[config.mk]
export PLATFORM = sky130hd
export DESIGN_NAME = cdb_arbiter
export DESIGN_NICKNAME = d
export VERILOG_FILES = /design/src/rtl/cdb_arbiter.sv
export SDC_FILE = /design/constraint.sdc
export NUM_CORES = 1
export LEC_CHECK = 0
export ABC_AREA = 1
export BUFFER_PORTS_ARGS = -buffer_cell sky130_fd_sc_hd__buf_4
export CORE_MARGIN = 5
export CORE_UTILIZATION = 40
export DETAILED_ROUTE_END_ITERATION = 7
export SYNTH_ARGS = -nofsm -noshare
export SYNTH_HDL_FRONTEND = slang
export SYNTH_SLANG_ARGS = --single-unit
[constraint.sdc]
create_clock -name clk -period 2 [get_ports clk]
set_input_delay 0 -clock clk [delete_from_list [all_inputs] [get_ports clk]]
set_output_delay 0 -clock clk [all_outputs]
set_load 0.02 [all_outputs]
[src/rtl/cdb_arbiter.sv]
// cdb_arbiter: per-unit one-entry holding registers feeding a single
// round-robin arbitrated, registered common data bus broadcast.
//
// Handshake: a unit presents req_valid with req_tag/req_data; the result
// transfers on a rising edge where req_valid && req_ready. req_ready never
// depends on req_valid. While req_valid is high and req_ready low the unit
// keeps req_valid, req_tag and req_data stable. cdb_valid is a one-cycle
// broadcast strobe with no back-pressure from the consumers.
module cdb_arbiter #(
  parameter int NUM_REQ = 3,
  parameter int DATA_W  = 32,
  parameter int TAG_W   = 6
) (
  input  logic                         clk,
  input  logic                         rst,
  input  logic                         flush,
  input  logic [NUM_REQ-1:0]           req_valid,
  input  logic [NUM_REQ*TAG_W-1:0]     req_tag,
  input  logic [NUM_REQ*DATA_W-1:0]    req_data,
  output logic [NUM_REQ-1:0]           req_ready,
  output logic                         cdb_valid,
  output logic [TAG_W-1:0]             cdb_tag,
  output logic [DATA_W-1:0]            cdb_data,
  output logic [$clog2(NUM_REQ)-1:0]   cdb_src,
  output logic [15:0]                  conflict_cnt
);

  localparam int SRC_W = $clog2(NUM_REQ);

  logic [NUM_REQ-1:0] hold_v;
  logic [TAG_W-1:0]   hold_tag  [NUM_REQ];
  logic [DATA_W-1:0]  hold_data [NUM_REQ];
  logic [SRC_W-1:0]   rr_ptr;
  logic [SRC_W-1:0]   ptr_next;
  logic [NUM_REQ-1:0] gnt;
  logic [SRC_W-1:0]   gnt_idx;
  logic               gnt_any;
  logic [NUM_REQ-1:0] accept;
  logic               multi_valid;

  // Index base+k wrapped modulo NUM_REQ (k is always below NUM_REQ).
  function automatic logic [SRC_W-1:0] wrap_idx(input logic [SRC_W-1:0] base, input int k);
    int s;
    s = int'(base) + k;
    if (s >= NUM_REQ) s = s - NUM_REQ;
    return SRC_W'(s);
  endfunction

  // Round-robin search over held entries only, starting at rr_ptr.
  always_comb begin
    gnt     = '0;
    gnt_idx = '0;
    gnt_any = 1'b0;
    for (int k = 0; k < NUM_REQ; k++) begin
      if (!gnt_any && hold_v[wrap_idx(rr_ptr, k)]) begin
        gnt_any                   = 1'b1;
        gnt_idx                   = wrap_idx(rr_ptr, k);
        gnt[wrap_idx(rr_ptr, k)]  = 1'b1;
      end
    end
  end

  // A unit may hand over a new result when its slot is empty or draining now.
  assign req_ready   = {NUM_REQ{~flush}} & (~hold_v | gnt);
  assign accept      = req_valid & req_ready;
  assign multi_valid = ($countones(hold_v) >= 2);
  assign ptr_next    = (gnt_idx == SRC_W'(NUM_REQ - 1)) ? '0 : gnt_idx + 1'b1;

  // Holding registers: a same-edge accept overrides the drain of a granted entry.
  always_ff @(posedge clk or negedge rst) begin
    if (!rst) begin
      hold_v <= '0;
      for (int i = 0; i < NUM_REQ; i++) begin
        hold_tag[i]  <= '0;
        hold_data[i] <= '0;
      end
    end else if (flush) begin
      hold_v <= '0;
    end else begin
      for (int i = 0; i < NUM_REQ; i++) begin
        if (accept[i]) begin
          hold_v[i]    <= 1'b1;
          hold_tag[i]  <= req_tag[i*TAG_W +: TAG_W];
          hold_data[i] <= req_data[i*DATA_W +: DATA_W];
        end else if (gnt[i]) begin
          hold_v[i] <= 1'b0;
        end
      end
    end
  end

  // Registered broadcast and round-robin pointer; payload holds when idle.
  always_ff @(posedge clk or negedge rst) begin
    if (!rst) begin
      cdb_valid <= 1'b0;
      cdb_tag   <= '0;
      cdb_data  <= '0;
      cdb_src   <= '0;
      rr_ptr    <= '0;
    end else if (flush) begin
      cdb_valid <= 1'b0;
    end else if (gnt_any) begin
      cdb_valid <= 1'b1;
      cdb_tag   <= hold_tag[gnt_idx];
      cdb_data  <= hold_data[gnt_idx];
      cdb_src   <= gnt_idx;
      rr_ptr    <= ptr_next;
    end else begin
      cdb_valid <= 1'b0;
    end
  end

  // Saturating count of cycles where two or more units compete for the bus.
  always_ff @(posedge clk or negedge rst) begin
    if (!rst) begin
      conflict_cnt <= '0;
    end else if (!flush && multi_valid && conflict_cnt != 16'hFFFF) begin
      conflict_cnt <= conflict_cnt + 16'd1;
    end
  end

endmodule

=== Word level (Yosys, flattened, before mapping) ===
Cells that the tools add are included.

* Word-level logic and storage cells: 108
* Bits of input ports: 120
* Output and inout port bits: 60
* Register bits: 176

* Equal/unequal tests: 2
* Mux-type cells: 43
* Reductions and logical operators: 17
* $add $sub $neg: 9
* $lt $le $gt $ge: 14
* Bitwise logic cells: 8

{| class="wikitable"
|+ Operator list
! cell !! count
|-
| $bmux W32 S2 || 1
|-
| $mux W32 || 2
|-
| $mux W2 || 10
|-
| $lt A2 B3 Y1 const B || 6
|-
| $mux W1 || 17
|-
| $add A16 B1 Y16 const B || 1
|-
| $ne A16 B16 Y1 const B || 1
|-
| $bmux W6 S2 || 1
|-
| $mux W3 || 4
|-
| $mux W6 || 2
|-
| $ge A3 B2 Y1 const B || 3
|-
| $or A3 B3 Y3 || 3
|-
| $reduce_bool A3 Y1 || 3
|-
| $reduce_and A2 Y1 || 4
|-
| $logic_and A1 B1 Y1 || 7
|-
| $and A3 B3 Y3 || 2
|-
| $bmux W1 S2 || 3
|-
| $demux W1 S2 || 3
|-
| $ge A2 B1 Y1 const B || 3
|-
| $sub A2 B2 Y2 const B || 3
|-
| $add A2 B1 Y3 || 1
|-
| $add A2 B1 Y3 const B || 1
|-
| $add A2 B2 Y3 const B || 1
|-
| $ge A3 B3 Y1 const B || 1
|-
| other kinds (8) || 10
|}

=== Depth between registers and ports, before layout ===
* Word-level depth: 22
* Gate-level depth with buffers: 17
* Depth with buffers taken out: 15

=== Worst setup path before layout ===
No wires, ideal clock.

* Path kind: reg-to-reg
* From: register rr_ptr[0]
* To: register hold_data[48] in the netlist's numbering
* Path buffers: 2
* Library setup time: 0.117 ns
* Path slack: -0.172 ns
* Cell stages (with the launch flop): 13
* Data required time: 1.883 ns
* Clock period less this slack: 2.172 ns
* Arrival: 2.055 ns
* Cell sequence: dfrtp_1 -> inv_1 -> ha_1 -> o21ai_1 -> nand2_1 -> nor2_2 -> nand2_2 -> a31oi_4 -> nand2_1 -> buf_2 -> buf_2 -> nand2_1 -> nand2_1

* Longest elaborated chain between the ends: 16
* Elaborated cells on any way between the ends: 50
* Classes of those cells: add/sub: 5; order compare: 9; mux: 23; bitwise: 5; reduce/logical: 8

{| class="wikitable"
|+ Ends and longest elaborated chain
! what !! line !! RTL
|-
| from (decl) || 33 || <nowiki>logic [SRC_W-1:0] rr_ptr;</nowiki>
|-
| from (signal assigned) || 107 || <nowiki>rr_ptr <= ptr_next;</nowiki>
|-
| $add A2 B1 Y3, or another cell as far along || 44 || <nowiki>s = int'(base) + k;</nowiki>
|-
| $ge A3 B2 Y1, or another cell as far along || 45 || <nowiki>if (s >= NUM_REQ) s = s - NUM_REQ;</nowiki>
|-
| $mux W2 (on tied branches) || 45, 55 ||
|-
| $mux W2, or another cell as far along || 55 || <nowiki>if (!gnt_any && hold_v[wrap_idx(rr_ptr, k)]) begin</nowiki>
|-
| $lt A2 B3 Y1 (implied by the code), or another cell as far along || 58 || <nowiki>gnt[wrap_idx(rr_ptr, k)] = 1'b1;</nowiki>
|-
| $logic_and A1 B1 Y1 (implied by the code) or $mux W1 (tied branches) || 58 ||
|-
| $mux W1 (implied by the code) or $demux W1 S2 (tied branches) || 58 ||
|-
| $demux W1 S2 or $mux W3 (tied branches) || 58, 55 ||
|-
| $or A3 B3 Y3 (no source line) || n/a ||
|-
| $mux W3 || 55 ||
|-
| $or A3 B3 Y3 (no source line) || n/a ||
|-
| $mux W3 (*) || 55 ||
|-
| $or A3 B3 Y3 (*) || 64 || <nowiki>assign req_ready = {NUM_REQ{~flush}} & (~hold_v | gnt);</nowiki>
|-
| $and A3 B3 Y3 (*) || 64 ||
|-
| $and A3 B3 Y3 (*) || 65 || <nowiki>assign accept = req_valid & req_ready;</nowiki>
|-
| $reduce_and A2 Y1 (no source line) (*) || n/a ||
|-
| to (signal, indexed assignment) || 84 || <nowiki>hold_data[i] <= req_data[i*DATA_W +: DATA_W];</nowiki>
|-
| to (decl) || 32 || <nowiki>logic [DATA_W-1:0] hold_data [NUM_REQ];</nowiki>
|}

Mark *: on every way between the ends. The rest lies on a longest branch, timed or not. The select of a mux whose other input is x is not followed.
A chain may end at the register's enable or synchronous reset.

=== Final worst setup path ===
* From: register rr_ptr[1]
* To: register hold_data[49] in the netlist's numbering

Same word-level chain as after synthesis.

==> results.py <==
metrics = {
    "clock_network": {
        "cts_made_buffers": 17,
        "cts.sinks": 176,
        "clk_pin_slew_ps": 70,
        "cts_buffer_depth": 2,
        "insertion_delay_ps": 420,
        "cts_max_level": 4,
        "cts_tree": "built",
        "clock_tree.root_cell": "clkbuf_16",
    },
    "finish": {
        "antennaDiodeCount": 0,
        "syn2layout_area_growth_pct": 59.5,
        "nNetsFinal": 1468,
        "layout_commonest_cell": "nand2_1",
        "drive_gt1_frac": 0.282,
        "final_core_util": 0.647,
        "final_cell_mix": "306 x nand2_1, 213 x buf_4, 175 x dfrtp_1",
    },
    "worst_setup_path": {
        "endpoint": "hold_data[49]",
        "cp-end-kind": "flip-flop",
        "required_ps": 2310,
        "reg2reg_slack_ps": -300,
        "reg2reg_from": "rr_ptr[1]",
        "worstPathArrival_ps": 2610,
        "startpoint": "rr_ptr[1]",
        "reg2reg_depth": 14,
        "criticalPathCategory": "reg -> reg",
        "critical_path.startpoint_type": "flip-flop",
        "worstPathMaxFanout": 6,
        "rr_endpoint": "hold_data[49]",
    },
    "power": {
        "intPower_mw": 12.2,
        "p_sw_frac": 0.404,
        "pwr-share-comb": 0.542,
        "power_density_nw_per_um2": 1560,
        "leakage_nw": 6.65,
        "p_clk_frac": 0.173,
        "power.switching_mw": 8.24,
        "pwr-share-seq": 0.285,
        "ir_drop_uv": 850,
    },
    "timing": {
        "period_minus_slack_ps": 2300,
        "timing.slew.headroom": 0.626,
        "hold_viol_final": 0,
        "holdWs_ps": 18.8,
        "setup_viol_count_final": 160,
        "worst_pin_slew_ps": 562,
        "skew_ps": 8.57,
        "worst_slack_ps": -299,
        "rsz0062_at_grt": "yes",
        "finalMaxSlewViolations": 0,
        "fmax_ghz": 0.435,
        "finalCritPeriodShare": 1.15,
    },
    "synthesis": {
        "synth_top_family_by_area": "simple AND/OR/NAND/NOR gates",
        "synth-seq-cells": 176,
        "synth-adder-area-share": 0.00915,
        "syn_inst": 1000,
        "yosys.area_share.simple": 0.295,
        "yosysTopAreaCellShare": 0.537,
        "syn-num-nets": 1126,
        "synth_compound_area_frac": 0.0622,
        "ys_top_cells_by_area": "dfrtp_1 54%, nand2_1 14%, nand3_1 7.9%, inv_1 4.6%, nand4_1 3.2%",
        "ys_warn_count": 0,
        "yosysSeqAreaShare": 0.537,
        "synth_top_cell_by_area": "dfrtp_1",
        "syn_area_per_cell_sq_um": 8.20,
        "synth-xor-area-share": 0.0160,
        "yosys-mux-area-fraction": 0,
        "netlist_area_sq_um": 8200,
        "synth_cell_types": 31,
    },
    "detailed_routing": {
        "routed_via_density": 4.92,
        "via_count": 7994,
        "ant_nets": 0,
        "wirelength_mm": 28.2,
        "dr.first_iter.drc_count": 445,
        "drt-pass1-iter-count": 5,
        "wl_per_cell_microns": 17.4,
        "route.detailed.drc": 0,
    },
    "global_route": {
        "antenna_found_initial": 0,
        "grt_pass1_wl_mm": 43.4,
        "grt_max_degree": 50,
        "grt_pass1_vias": 8005,
        "grt_overflow_total": 0,
        "grt_use_total": 0.229,
    },
    "die": {
        "ios": 180,
        "rows": 52,
        "die_w_microns": 153,
        "fp.coreArea_sq_um": 20200,
        "dieArea_sq_um": 23500,
        "die_h_microns": 153,
        "start_util": 0.405,
    },
    "placement": {
        "port_buffers": 179,
        "place.gp.congestion": 0.832,
        "hpwl_mm": 16.5,
    },
    "outcome": {
        "violations": "negative setup slack",
        "status": "complete, but fails checks",
    },
    "min_path": {
        "min_path_type": "in -> async",
    },
    "job": {
        "maxCapViolCount": 0,
    },
}
[stage by stage]
stage | total power [mW] | cells | cell area (sq um) | setup TNS, ps | setup slack (ps)
2_1_floorplan | 10.4 | 1000 | 8260 | -613 | -16.6
3_3_place_gp | 13.8 | 1439 | 10300 | -16460 | -203
3_5_place_dp | 13.9 | 1439 | 10300 | -21280 | -224
4_1_cts | 19.7 | 1610 | 12700 | -20420 | -236
5_1_grt | 21.6 | 1625 | 13100 | -50440 | -399
6_report | 20.4 | 1625 | 13100 | -32470 | -299
[final cells by class]
cell class	count	area (sq um)
multi-input cells	660	3490
repair buffers	384	3830
clock buffers	19	443
fillers	1674	7150
inverters	103	404
well taps	270	338
clock inverters	13	176
flip-flops and latches	176	4410
[logic make-up after synthesis]
| group | after synthesis |
|---|---|
| buffers and inverters | 164 |
| AND/OR/NAND/NOR | 544 |
| flip-flops | 176 |
| XOR/XNOR | 15 |
| AO/OA/AOI/OAI | 95 |
| adder cells (fa/ha/maj) | 6 |
[power groups by stage]
stage                     registers (mW)  clock network, mW  logic [mW]
after floorplan                     6.16                  0        4.26
after global placement              5.78                  0        8.00
after detailed placement            5.78                  0        8.13
after CTS                           5.78               3.61        10.3
after global routing                5.97               3.77        11.9
final                               5.81               3.54        11.1
[timing repair]
action | in CTS | in global routing
resized for setup | 82 | 44
pin swaps | 4 | 13
cloned | 5 | 11
endpoints found under the setup margin | 159 | 166
buffers inserted | 16 | 4
hold buffers | 118 | 0
endpoints found under the hold margin | 293 | 0
[worst min path at each step]
stage               start     endpoint  slack, ps  depth (start not counted)
finish                rst  hold_tag[6]         20                          2
global route          rst  hold_tag[6]         40                          2
CTS                   rst  hold_tag[6]          7                          2
detailed placement    rst  hold_tag[6]       -100                          1
global placement      rst  hold_tag[6]       -100                          1
floorplan             rst  cdb_data[0]       -300                          0
[sequential cells by signal, indices dropped and copies added (netlist names)]
| signal | flops |
|---|---|
| cdb_data | 32 |
| cdb_src | 2 |
| cdb_tag | 6 |
| cdb_valid | 1 |
| conflict_cnt | 16 |
| hold_data | 96 |
| hold_tag | 18 |
| hold_v | 3 |
| rr_ptr | 2 |
[critical path, cell delays in order (launching register included)]
cell,delay [ps]
dfrtp_2,450
inv_4,90
ha_4,140
inv_2,50
nand2_2,70
nand2_2,60
a21oi_2,190
nand4_1,130
buf_4,170
a31oi_4,260
buf_6,170
nand2_8,90
clkbuf_16,220
nand2_1,60
nand2_1,50
[synth_stat cells]
library cell  number
o21ai_1            9
nor4_1             1
inv_2              3
a22oi_1            1
inv_1            100
and3_1             1
or2_2              3
xor2_1             8
xnor2_1            7
or2_0             35
nor3_1             1
a21oi_1           43
o21ai_2            1
nand3_1          129
nor2_1            13
nor2_2             1
nand3_2            1
o21ai_0           34
dfrtp_1          176
nand2_2            1
nand2_1          316
nand4_1           42
a31oi_1            4
clkbuf_1          36
buf_1              1
buf_4              6
a21oi_2            1
a31oi_4            1
ha_1               6
buf_2             18
o2111ai_1          1
[layer usage]
| layer | GRT usage | part of all wire | vias up |
|---|---|---|---|
| met5 | 0 | 0 | - |
| met4 | 0.0581 | 0.014 | 0 |
| met3 | 0.0500 | 0.057 | 29 |
| met2 | 0.379 | 0.49 | 257 |
| met1 | 0.308 | 0.44 | 3820 |
| li1 | - | - | 3888 |
Power figures use the tool's default switching activity.
